===== src/rtl/traffic_phase_scheduler.sv =====
// Signalised intersection controller: NS/EW green-yellow-allred cycle with an
// exclusive pedestrian phase and north-south emergency preemption.
module traffic_phase_scheduler #(
  parameter int GREEN_MIN = 4,
  parameter int GREEN_MAX = 8,
  parameter int YELLOW_T  = 3,
  parameter int ALLRED_T  = 1,
  parameter int WALK_T    = 5
) (
  input  logic       clk,
  input  logic       rst,
  input  logic       veh_ew,
  input  logic       ped_req,
  input  logic       emerg_ns,
  output logic [2:0] NS,
  output logic [2:0] EW,
  output logic       walk,
  output logic [2:0] phase,
  output logic       ped_pend
);

  localparam logic [2:0] S_NS_G  = 3'd0;
  localparam logic [2:0] S_NS_Y  = 3'd1;
  localparam logic [2:0] S_AR_NS = 3'd2;
  localparam logic [2:0] S_EW_G  = 3'd3;
  localparam logic [2:0] S_EW_Y  = 3'd4;
  localparam logic [2:0] S_AR_EW = 3'd5;
  localparam logic [2:0] S_PED   = 3'd6;

  // Timer values on the last cycle of each timed interval.
  localparam logic [7:0] GMIN_LAST   = 8'(GREEN_MIN - 1);
  localparam logic [7:0] GMAX_LAST   = 8'(GREEN_MAX - 1);
  localparam logic [7:0] YELLOW_LAST = 8'(YELLOW_T - 1);
  localparam logic [7:0] ALLRED_LAST = 8'(ALLRED_T - 1);
  localparam logic [7:0] WALK_LAST   = 8'(WALK_T - 1);

  logic [2:0] state_q, state_d;
  logic [7:0] timer_q, timer_d;
  logic       ped_pend_q, ped_pend_d;
  logic       from_ns_q, from_ns_d;

  always_comb begin
    state_d   = state_q;
    from_ns_d = from_ns_q;
    case (state_q)
      S_NS_G: begin
        if (!emerg_ns && (timer_q >= GMIN_LAST) && (veh_ew || ped_pend_q))
          state_d = S_NS_Y;
      end
      S_NS_Y: begin
        if (timer_q == YELLOW_LAST) state_d = S_AR_NS;
      end
      S_AR_NS: begin
        if (timer_q == ALLRED_LAST) begin
          if (ped_pend_q) begin
            state_d   = S_PED;
            from_ns_d = 1'b1;
          end else begin
            state_d = S_EW_G;
          end
        end
      end
      S_EW_G: begin
        if (emerg_ns || ((timer_q >= GMIN_LAST) && !veh_ew) || (timer_q == GMAX_LAST))
          state_d = S_EW_Y;
      end
      S_EW_Y: begin
        if (timer_q == YELLOW_LAST) state_d = S_AR_EW;
      end
      S_AR_EW: begin
        if (timer_q == ALLRED_LAST) begin
          if (ped_pend_q) begin
            state_d   = S_PED;
            from_ns_d = 1'b0;
          end else begin
            state_d = S_NS_G;
          end
        end
      end
      S_PED: begin
        // Emergency at walk exit always hands right of way to north-south.
        if (timer_q == WALK_LAST)
          state_d = (from_ns_q && !emerg_ns) ? S_EW_G : S_NS_G;
      end
      default: state_d = S_NS_G;
    endcase

    if (state_d != state_q)
      timer_d = 8'd0;
    else if (timer_q != 8'hFF)
      timer_d = timer_q + 8'd1;
    else
      timer_d = timer_q;

    if ((state_d == S_PED) && (state_q != S_PED))
      ped_pend_d = 1'b0;
    else if (ped_req && (state_q != S_PED))
      ped_pend_d = 1'b1;
    else
      ped_pend_d = ped_pend_q;
  end

  always_ff @(posedge clk or posedge rst) begin
    if (rst) begin
      state_q    <= S_NS_G;
      timer_q    <= 8'd0;
      ped_pend_q <= 1'b0;
      from_ns_q  <= 1'b0;
    end else begin
      state_q    <= state_d;
      timer_q    <= timer_d;
      ped_pend_q <= ped_pend_d;
      from_ns_q  <= from_ns_d;
    end
  end

  // Lamp order is {Red,Yellow,Green}; anything unexpected shows red both ways.
  always_comb begin
    NS = 3'b100;
    EW = 3'b100;
    case (state_q)
      S_NS_G: NS = 3'b001;
      S_NS_Y: NS = 3'b010;
      S_EW_G: EW = 3'b001;
      S_EW_Y: EW = 3'b010;
      default: ;
    endcase
  end

  assign walk     = (state_q == S_PED);
  assign phase    = state_q;
  assign ped_pend = ped_pend_q;

endmodule


===== config.mk =====
export PLATFORM = sky130hd
export DESIGN_NAME = traffic_phase_scheduler
export DESIGN_NICKNAME = d
export VERILOG_FILES = /design/src/rtl/traffic_phase_scheduler.sv
export SDC_FILE = /design/constraint.sdc
export NUM_CORES = 1
export LEC_CHECK = 0
export ABC_CLOCK_PERIOD_IN_PS = 4400
export CAP_MARGIN = 0
export CORE_MARGIN = 2
export CORE_UTILIZATION = 37
export CTS_BUF_LIST = sky130_fd_sc_hd__clkbuf_8
export DETAILED_ROUTE_END_ITERATION = 6
export PLACE_DENSITY = 0.68
export SLEW_MARGIN = 20
export SYNTH_ARGS = -nofsm -noshare
export SYNTH_HDL_FRONTEND = slang
export SYNTH_SLANG_ARGS = --single-unit
export TNS_END_PERCENT = 1

===== constraint.sdc =====
create_clock -name clk -period 4.4 [get_ports clk]
set_clock_uncertainty 0.2 [all_clocks]
set_input_delay 0.88 -clock clk [delete_from_list [all_inputs] [get_ports clk]]
set_output_delay 0.88 -clock clk [all_outputs]
set_load 0.1 [all_outputs]

After elaboration in Yosys (flattened, before gate mapping)
Cells that the tools add are included.
{"block": "word_totals", "wordCells": 62, "inputBits": 5, "out_inout_bits": 11, "register_bits": 13}
{"block": "classes", "n_lt_le_gt_ge": 1, "mux": 22, "eq_ne": 17, "n_reduce_logical": 17, "addsub": 1}
{"cell": "3-bit 2-to-1 mux", "count": 9}
{"cell": "3-bit one-hot mux with 7 select lines", "count": 1}
{"cell": "8-bit by 3-bit == test with 1-bit output, second input constant", "count": 2}
{"cell": "8-bit 2-to-1 mux", "count": 2}
{"cell": "3-bit == test, second input constant", "count": 4}
{"cell": "3-bit one-hot mux with 2 select lines", "count": 2}
{"cell": "8-bit by 1-bit adder with 8-bit output, second input constant", "count": 1}
{"cell": "8-bit by 2-bit == test with 1-bit output, second input constant", "count": 1}
{"cell": "8-bit by 2-bit >= comparator with 1-bit output, second input constant", "count": 1}
{"cell": "8-bit zero test", "count": 1}
{"cell": "2-bit inequality test, second input constant", "count": 4}
{"cell": "8-bit inequality test, second input constant", "count": 1}
{"cell": "3-bit by 2-bit == test with 1-bit output, second input constant", "count": 2}
{"cell": "1-bit logical AND", "count": 6}
{"cell": "1-bit 2-to-1 mux", "count": 6}
{"cell": "2-bit nonzero test", "count": 3}
{"cell": "5-bit AND reduction", "count": 1}
{"cell": "3-bit by 1-bit == test with 1-bit output, second input constant", "count": 1}
{"cell": "3-bit zero test", "count": 1}
{"cell": "1-bit logical OR", "count": 3}
{"cell": "3-bit inequality test", "count": 1}
{"cell": "3-bit inequality test, second input constant", "count": 1}
{"cell": "1-bit zero test", "count": 2}
{"cell": "2-bit 2-to-1 mux", "count": 1}
{"cell": "1-bit one-hot mux with 2 select lines", "count": 1}

Depth between registers and ports, before layout
Gate-level depths: netlist (run 1).
{"block": "depth", "depth_word": 9, "mapped_depth": 7}

Least setup slack after synthesis (run 1)
Ideal clock, no wire load.
{"block": "synth_path", "kind": "reg-to-output", "start": "register state_q[2] (netlist: phase[2])", "end": "output port EW[2]", "path_stages_with_launch": 5, "t_required_ps": 3320, "slack_ps": -1441, "arrival_time_ps": 4761, "path_cell_list": "dfrtp_1 clkbuf_1 inv_1 nor3_1 nor2_1"}
{"block": "synth_via", "elab_chain_len": 2}
{"element": "start, declared", "line_no": "37", "source": "logic [2:0] state_q, state_d;"}
{"element": "start signal, assigned", "line_no": "110", "source": "state_q <= state_d;"}
{"element": "3-bit == test or 3-bit by 2-bit == test with 1-bit output (tied branches)", "line_no": "121", "source": "case (state_q)"}
{"element": "3-bit one-hot mux with 2 select lines *", "line_no": "121"}
{"element": "end, declared", "line_no": "16", "source": "output logic [2:0] EW,"}
Mark *: on every way between the ends. The rest lies on a longest branch, timed or not.

Worst setup path in the final report (run 1)
{"block": "layout_path", "start": "register state_q[2] (netlist: phase[2])", "end": "output port EW[1]"}
Same word-level chain as after synthesis.

==> qor.yml, run 1 <==
logic_synthesis:
  synth_top_area_share: 0.310
  netlist_instances: 125
  synth_edf_count: 0
  ys_types: 44
  ys_ff_latch: 13
  synth_nets: 133
  syn_area_um2: 1050
  synth_ff_type: "dfrtp_1"
  synthTopCellsByArea: "dfrtp_1, nor2_1, nor4b_1"
  ys_seq_area_frac: 0.310
  synth_top_area_cell: "dfrtp_1"
  async_flop_share: 1.00
  avgSynthCellArea_um2: 8.41
  yosys_warnings: 0
drt:
  vias: 980
  via_per_inst: 5.83
  ant_nets: 0
  wl_per_cell_um: 15.1
  drt_wl_total_mm: 2.54
  route.detailed.drc: 0
  drt_pass1_iterations: 4
  drt_first_iter_violations: 28
worst_setup_path:
  ff2ff_path_depth: 5
  r2r_start: "timer_q[3]"
  end_kind: "output pin"
  startpoint: "phase[2]"
  r2r_setup_slack_ns: 1.83
  crit_required_ns: 3.32
  cp_max_fo: 12
  cp-start-kind: "flop"
  path_class: "flop to output pin"
  cp-endpoint: "EW[1]"
  rr_endpoint: "timer_q[0]"
  critical_path_arrival_ns: 2.32
sta:
  fmax_mhz: 294
  setup_violations: 0
  maxSlewHeadroom: 0.354
  rsz0062_at_grt: "no"
  fin_crit_ns: 3.40
  worst_slack_ns: 0.996
  tightestPinTransition_ns: 0.966
  maxSlewViolCount: 0
  finalCritPeriodShare: 0.774
  final_hold_viol_count: 0
global_route:
  grt_pass1_vias: 940
  grt_max_degree: 14
  grt_overflow_total: 0
  track_usage: 0.169
  grt_pass1_wl_mm: 4.35
  antenna_found_initial: 0
floorplan:
  ios: 16
  core_region_area_um2: 2730
  die_w_um: 57.3
  die_h_um: 57.3
  start_util: 0.384
  fp.dieArea_um2: 3280
  row_count: 19
cts:
  hold_buffers: 0
  cts.sinks: 13
  cts.path.max_buffers: 2
  cts_root_buffer: "clkbuf_8"
  htree_levels: 1
  clkLatencyLatePin_ns: 0.24
  postCtsSetupBuffers: 0
  cts-resized-gates: 0
  cts_tree: "done"
  clk_pin_slew_ns: 0.05
  cts-buffers-inserted: 3
worst_hold_path:
  hold_path_class: "flop to flop"
cells_and_area:
  postLayoutCoreUtil: 0.463
  fin_nets: 146
  nFillCells: 258
  drive_gt1_frac: 0.0876
  seqCellArea_um2: 325
  diodes: 0
  fin_cells: 168
  design_area_um2: 1260
  syn_to_final_growth_pct: 20.4
  multi_input_area_um2: 674
job:
  maxCapViolations: 0
placed_design:
  routabilityCongestion: 0.879
  dp.cells: 164
  io_buffer_count: 15
  dp_hpwl_mm: 1.93
  dp_slack_ns: 1.28
  dpl-instance-area_um2: 1220
run_status:
  outcome: "completed"
==> state kept, by name, indices dropped and copies added (netlist names) <==
signal	flops
timer_q	8
phase	3
from_ns_q	1
ped_pend	1
==> synth_stat cells (all sizes together), types with 2 or more instances <==
cell type / number
nor2: 16
dfrtp: 13
inv: 9
o21ai: 8
clkbuf: 6
nand2: 6
nor3: 6
nor4b: 5
nand3: 4
nor2b: 4
nor4: 4
ha: 3
nand2b: 3
nor4bb: 3
or3: 3
a21boi: 2
a21oi: 2
a31oi: 2
nand3b: 2
o21a: 2
xnor2: 2
xor2: 2
==> through the flow <==
stage / hold WS [ns] / TNS, ns
2_1_floorplan: 0.297 / -0.218
3_3_place_gp: 0.340 / 0
3_5_place_dp: 0.368 / 0
4_1_cts: 0.382 / 0
5_1_grt: 0.413 / 0
6_report: 0.366 / 0
==> logic make-up (layout without fill, tap and decap cells) <==
family | Yosys count | in the layout | share of synthesized area
muxes | 1 | 1 | 0.00952
adders and majority gates | 3 | 3 | 0.0357
and+or+nand+nor | 64 | 64 | 0.382
xor gates and xnor gates | 4 | 4 | 0.0333
DFF | 13 | 13 | 0.310
AOI/OAI and AO/OA | 24 | 24 | 0.171
buffers and inverters | 16 | 28 | 0.0583
==> cell usage in the layout, fill, tap and decap left out, drive strengths merged, types with 2 or more instances in the layout <==
master,count
a21boi,2
nand2b,3
nor3,6
nand3b,2
a31oi,2
xor2,2
nand2,6
clkbuf,3
nor4b,5
dfrtp,13
nor2,16
xnor2,2
nor4,4
o21a,2
clkdlybuf4s50,14
nor2b,4
o21ai,8
ha,3
or3,3
nand3,4
a21oi,2
inv,10
nor4bb,3
==> how the worst min path moves through the flow <==
| stage | depth (start not counted) | endpoint | slack, ns | from |
|---|---|---|---|---|
| 6_report | 2 | from_ns_q | 0.37 | from_ns_q |
| 5_1_grt | 2 | from_ns_q | 0.41 | from_ns_q |
| 4_1_cts | 2 | from_ns_q | 0.38 | from_ns_q |
| 3_5_place_dp | 2 | from_ns_q | 0.37 | from_ns_q |
| 3_3_place_gp | 2 | from_ns_q | 0.34 | from_ns_q |
| 2_1_floorplan | 2 | from_ns_q | 0.30 | from_ns_q |
==> layout make-up <==
class,instances,share of cell area
Multi-Input combinational cell,96,0.533
Tap cell,31,0.0307
Clock buffer,3,0.0326
Timing Repair Buffer,15,0.117
Clock inverter,1,0.00297
Inverter,9,0.0267
Sequential cell,13,0.257
==> worst max-delay path: stages (launching register included) <==
cell	delay [ns]
dfrtp_1	0.53
inv_1	0.16
nor3_2	0.23
clkdlybuf4s50_1	1.16
==> metal layers <==
metal / GRT usage / vias up / share of wire
met5: 0 / - / 0
met4: 0.0664 / 0 / 0.012
met3: 0.0476 / 4 / 0.066
met2: 0.291 / 41 / 0.50
met1: 0.199 / 458 / 0.42
li1: - / 477 / -
Power of run 1 is left out: the tool's default activity adds up to more than one toggle a clock period on the data nets, which glitch-free logic cannot reach.
==> run 2: changes to the inputs <==
Settings changed: ABC_CLOCK_PERIOD_IN_PS 4400 to 3400.
Clock period 4.4 ns to 3.4 ns, I/O delays scaled along.
==> run 2 against run 1 <==
Effect of this change:
- wire length rose by 0.20%
- die area did not move
- core utilization fell by 0.18 points
- first-iteration DRC count rose by 25%
- critical endpoint is now phase[0]
- non-clock buffer count did not move
- cell count did not move
- global-route usage rose by 0.45 points
- register-to-register slack got worse by 0.95 ns
- highest routed layer unchanged
==> qor.yml, run 2 (synthesized netlist as in run 1, its figures left out) <==
run_status:
  outcome: "completed"
cts:
  cts.path.max_buffers: 2
  cts.sinks: 13
  htree_levels: 1
  cts_root_buffer: "clkbuf_8"
  hold_buffers: 0
  cts_tree: "done"
  clk_pin_slew_ns: 0.06
  cts-resized-gates: 0
  postCtsSetupBuffers: 0
  clkLatencyLatePin_ns: 0.25
  cts-buffers-inserted: 3
cells_and_area:
  fin_nets: 146
  largest_reg_flops: 8
  syn_to_final_growth_pct: 19.9
  final_cell_mix: "nor2_1, dfrtp_1, buf_4, inv_1, o21ai_0"
  largest_register: "timer_q"
  nFillCells: 266
  diodes: 0
  postLayoutCoreUtil: 0.461
  final_common_cell: "nor2_1"
  drive_gt1_frac: 0.190
sta:
  maxSlewHeadroom: 0.475
  tightestPinTransition_ns: 0.779
  fmax_mhz: 396
  finalCritPeriodShare: 0.742
  final_hold_viol_count: 0
  setup_violations: 0
  rsz0062_at_grt: "no"
  maxSlewViolCount: 0
  fin_crit_ns: 2.52
worst_setup_path:
  path_cells: "or3_1 -> or3_4 -> o311ai_4 -> nand2_2 -> or4_1"
  critical_path_arrival_ns: 2.44
  cp_max_fo: 9
  crit_required_ns: 3.32
  rr_endpoint: "phase[0]"
  r2r_start: "timer_q[3]"
  critical-path-max-stage-delay_ns: 0.53
  end_kind: "flop"
  r2r_setup_slack_ns: 0.88
  cp-start-kind: "flop"
  path_class: "flop to flop"
  critPathSlowestCell: "or3_1"
  ff2ff_path_depth: 5
drt:
  drt_pass1_iterations: 4
  vias: 990
  route.detailed.drc: 0
  drt_first_iter_violations: 35
  drt_wl_total_mm: 2.55
  via_per_inst: 5.89
  wl_per_cell_um: 15.2
  ant_nets: 0
placed_design:
  dp_hpwl_mm: 1.91
  io_buffer_count: 15
  routabilityCongestion: 0.929
worst_hold_path:
  min_path_cells: 2
  worstHoldStart: "from_ns_q"
  holdPathEnd: "from_ns_q"
  hold_path_class: "flop to flop"
floorplan:
  die_w_um: 57.3
  core_region_area_um2: 2730
  ios: 16
  fp.dieArea_um2: 3280
  row_count: 19
  die_h_um: 57.3
  start_util: 0.384
global_route:
  track_usage: 0.174
  grt_pass1_vias: 938
  antenna_found_initial: 0
  grt_overflow_total: 0
  grt_max_degree: 14
  grt_pass1_wl_mm: 4.45
job:
  maxCapViolations: 0
[run 2: changes by cell type in the layout (fill, tap and decap cells not counted), sizes merged]
cell / previous run / this run
inv: 10 / 9
clkinv: 0 / 1
buf: 1 / 11
clkdlybuf4s50: 14 / 4
[run 2: cell type report]
cell class | count | area (µm²) | area share
Clock inverter | 1 | 5.00 | 0.00397
Sequential cell | 13 | 327 | 0.259
Tap cell | 31 | 38.8 | 0.0308
Inverter | 9 | 33.8 | 0.0268
Clock buffer | 3 | 41.3 | 0.0328
Timing Repair Buffer | 15 | 123 | 0.0973
Multi-Input combinational cell | 96 | 692 | 0.549
[run 2: metal layers]
| layer | global-route usage | vias up | share of wire | wire length, µm |
|---|---|---|---|---|
| met5 | 0 | - | 0 | 0 |
| met4 | 0.0797 | 0 | 0.018 | 45 |
| met3 | 0.0227 | 5 | 0.049 | 126 |
| met2 | 0.274 | 36 | 0.48 | 1220 |
| met1 | 0.238 | 471 | 0.45 | 1160 |
| li1 | - | 478 | - | - |
[run 2: worst max-delay path by stage]
stage	cells past startpoint	to	start
floorplan	3	NS[0]	phase[1]
global placement	5	timer_q[3]	timer_q[3]
detailed placement	5	phase[0]	timer_q[3]
CTS	3	NS[0]	phase[1]
global route	5	timer_q[5]	timer_q[3]
finish	5	phase[0]	timer_q[3]
[run 2: critical path, delay by kind of cell (launching register included)]
family             cells  cell delay, ns
AOI/OAI and AO/OA      1            0.23
DFF                    1            0.45
and+or+nand+nor        4            1.51
[run 2: metrics by stage]
stage	cell area (µm²)	std cells	hold WS (ns)	setup WS [ns]	TNS, ns
after CTS	1260	168	0.367	0.853	0
after detailed placement	1210	164	0.347	0.889	0
after global placement	1210	164	0.353	0.913	0
final	1260	168	0.360	0.876	0
after floorplan	1080	125	0.297	-0.0450	-0.120
after global routing	1260	168	0.435	0.738	0
Power of run 2 is left out for the same reason.
==> run 3: changes to the inputs <==
Settings changed: ABC_CLOCK_PERIOD_IN_PS 3400 to 2050, PLACE_DENSITY 0.68 to 0.71.
Clock period 3.4 ns to 2.05 ns, I/O delays scaled along.
==> run 3 against run 2 <==
Effect of this change:
- the run now ends with negative setup slack left
- critical endpoint unchanged
- die area unchanged
- worst hold slack got worse by 0.066 ns
- maximum frequency increased by 11%
- register-to-register slack got worse by 1.1 ns
- sequential share of layout area decreased by 7.4 points
- via count increased by 17%
- non-clock buffer count increased by 35
==> qor.yml, run 3 (synthesized netlist as in run 1, its figures left out) <==
cells_and_area:
  largest_register: "timer_q"
  fin_nets: 181
  final_cell_mix: "buf_4, nor2_1, buf_12, dfrtp_1, inv_1"
  fin_cells: 203
  largest_reg_flops: 8
  drive_gt1_frac: 0.488
  final_common_cell: "buf_4"
  syn_to_final_growth_pct: 71.4
  diodes: 0
worst_setup_path:
  crit_required_ns: 1.97
  critPathTopFamily: "simple AND/OR/NAND/NOR gates"
  path_class: "flop to flop"
  cpMostUsedCell: "or3_4"
  cp.depth: 5
  end_kind: "flop"
  critPathSlowestCell: "or4_4"
  cp_num_buf_inv: 0
  cp-start-kind: "flop"
  critical-path-max-stage-delay_ns: 0.44
  ff2ff_path_depth: 5
  critical_path_arrival_ns: 2.18
  cp_max_fo: 3
  path_cells: "or3_4 -> or3_4 -> o311ai_4 -> nand2_2 -> or4_4"
drt:
  via_per_inst: 5.72
  drt_wl_total_mm: 3.37
  ant_nets: 0
  route.detailed.drc: 0
  drt_first_iter_violations: 17
  wl_per_cell_um: 16.6
  drt_pass1_iterations: 5
  vias: 1162
cts:
  cts.path.max_buffers: 2
  htree_levels: 1
  cts_tree: "done"
  cts.sinks: 13
  clk_pin_slew_ns: 0.06
  cts_root_buffer: "clkbuf_8"
  cts-buffers-inserted: 3
  clkLatencyLatePin_ns: 0.25
sta:
  maxSlewHeadroom: 0.657
  finalCritPeriodShare: 1.11
  worst_slack_ns: -0.216
  tightestPinTransition_ns: 0.514
  rsz0062_at_grt: "yes"
  maxSlewViolCount: 0
  setup_violations: 14
  final_hold_viol_count: 0
  hold-worst-slack_ns: 0.295
  tns_ns: -2.28
  fmax_mhz: 441
  fin_crit_ns: 2.27
placed_design:
  dp_hpwl_mm: 2.55
  routabilityCongestion: 0.925
  dp.cells: 196
  io_buffer_count: 15
global_route:
  grt_overflow_total: 0
  grt_pass1_wl_mm: 5.53
  grt_max_degree: 14
  track_usage: 0.222
  grt_pass1_vias: 1219
  antenna_found_initial: 0
floorplan:
  start_util: 0.384
  die_h_um: 57.3
  die_w_um: 57.3
  row_count: 19
  fp.dieArea_um2: 3280
  core_region_area_um2: 2730
  ios: 16
worst_hold_path:
  hold_path_class: "primary input to async pin"
run_status:
  outcome: "finished with violations"
  failed_checks: "negative setup slack"
job:
  maxCapViolations: 0
-- run 3: cell types whose count changed in the layout (fill, tap and decap cells not counted), sizes merged --
| cell | before | now |
|---|---|---|
| buf | 11 | 46 |
-- run 3: layer usage --
| layer | up-vias | global-route usage | wire [µm] |
|---|---|---|---|
| li1 | 549 | - | - |
| met1 | 582 | 0.242 | 1310 |
| met2 | 24 | 0.417 | 1920 |
| met3 | 7 | 0.0340 | 72 |
| met4 | 0 | 0.103 | 74 |
| met5 | - | 0 | 0 |
-- run 3: path summary, 6_finish.rpt --
path                            startpoint        end  slack, ns
worst max-delay path            timer_q[3]   phase[0]      -0.22
worst min-delay path                   rst   phase[0]       0.29
worst max register to register  timer_q[3]   phase[0]      -0.22
worst min register to register   from_ns_q  from_ns_q       0.34
max in group asynchronous              rst   phase[2]       0.97
min in group clk                 from_ns_q  from_ns_q       0.34
-- run 3: final cells by class --
type / instances / area (µm²)
clock buffers: 3 / 41.3
flip-flops and latches: 13 / 334
well taps: 31 / 38.8
multi-input cells: 96 / 818
fillers: 226 / 932
repair buffers: 50 / 531
inverters: 9 / 33.8
clock inverters: 1 / 5.00
-- run 3: repair_timing --
action,in CTS,in global routing
pin swaps,3,6
gates resized for setup,12,15
setup buffers,3,0
hold endpoints to repair,0,0
hold buffers,0,0
setup endpoints to repair,15,15
-- run 3: through the flow --
step / util / cell area, µm² / setup slack [ns]
final: 0.659 / 1800 / -0.216
after global placement: 0.594 / 1620 / -0.210
after CTS: 0.642 / 1750 / -0.196
after floorplan: - / 1110 / -0.686
after detailed placement: 0.594 / 1620 / -0.276
after global routing: 0.659 / 1800 / -0.321
-- run 3: worst reg2reg max path: stages, from the launching register on --
cell and delay (ns):
dfrtp_1 0.38, or3_4 0.40, or3_4 0.34, o311ai_4 0.24, nand2_2 0.12, or4_4 0.44
Power of run 3 is left out for the same reason.
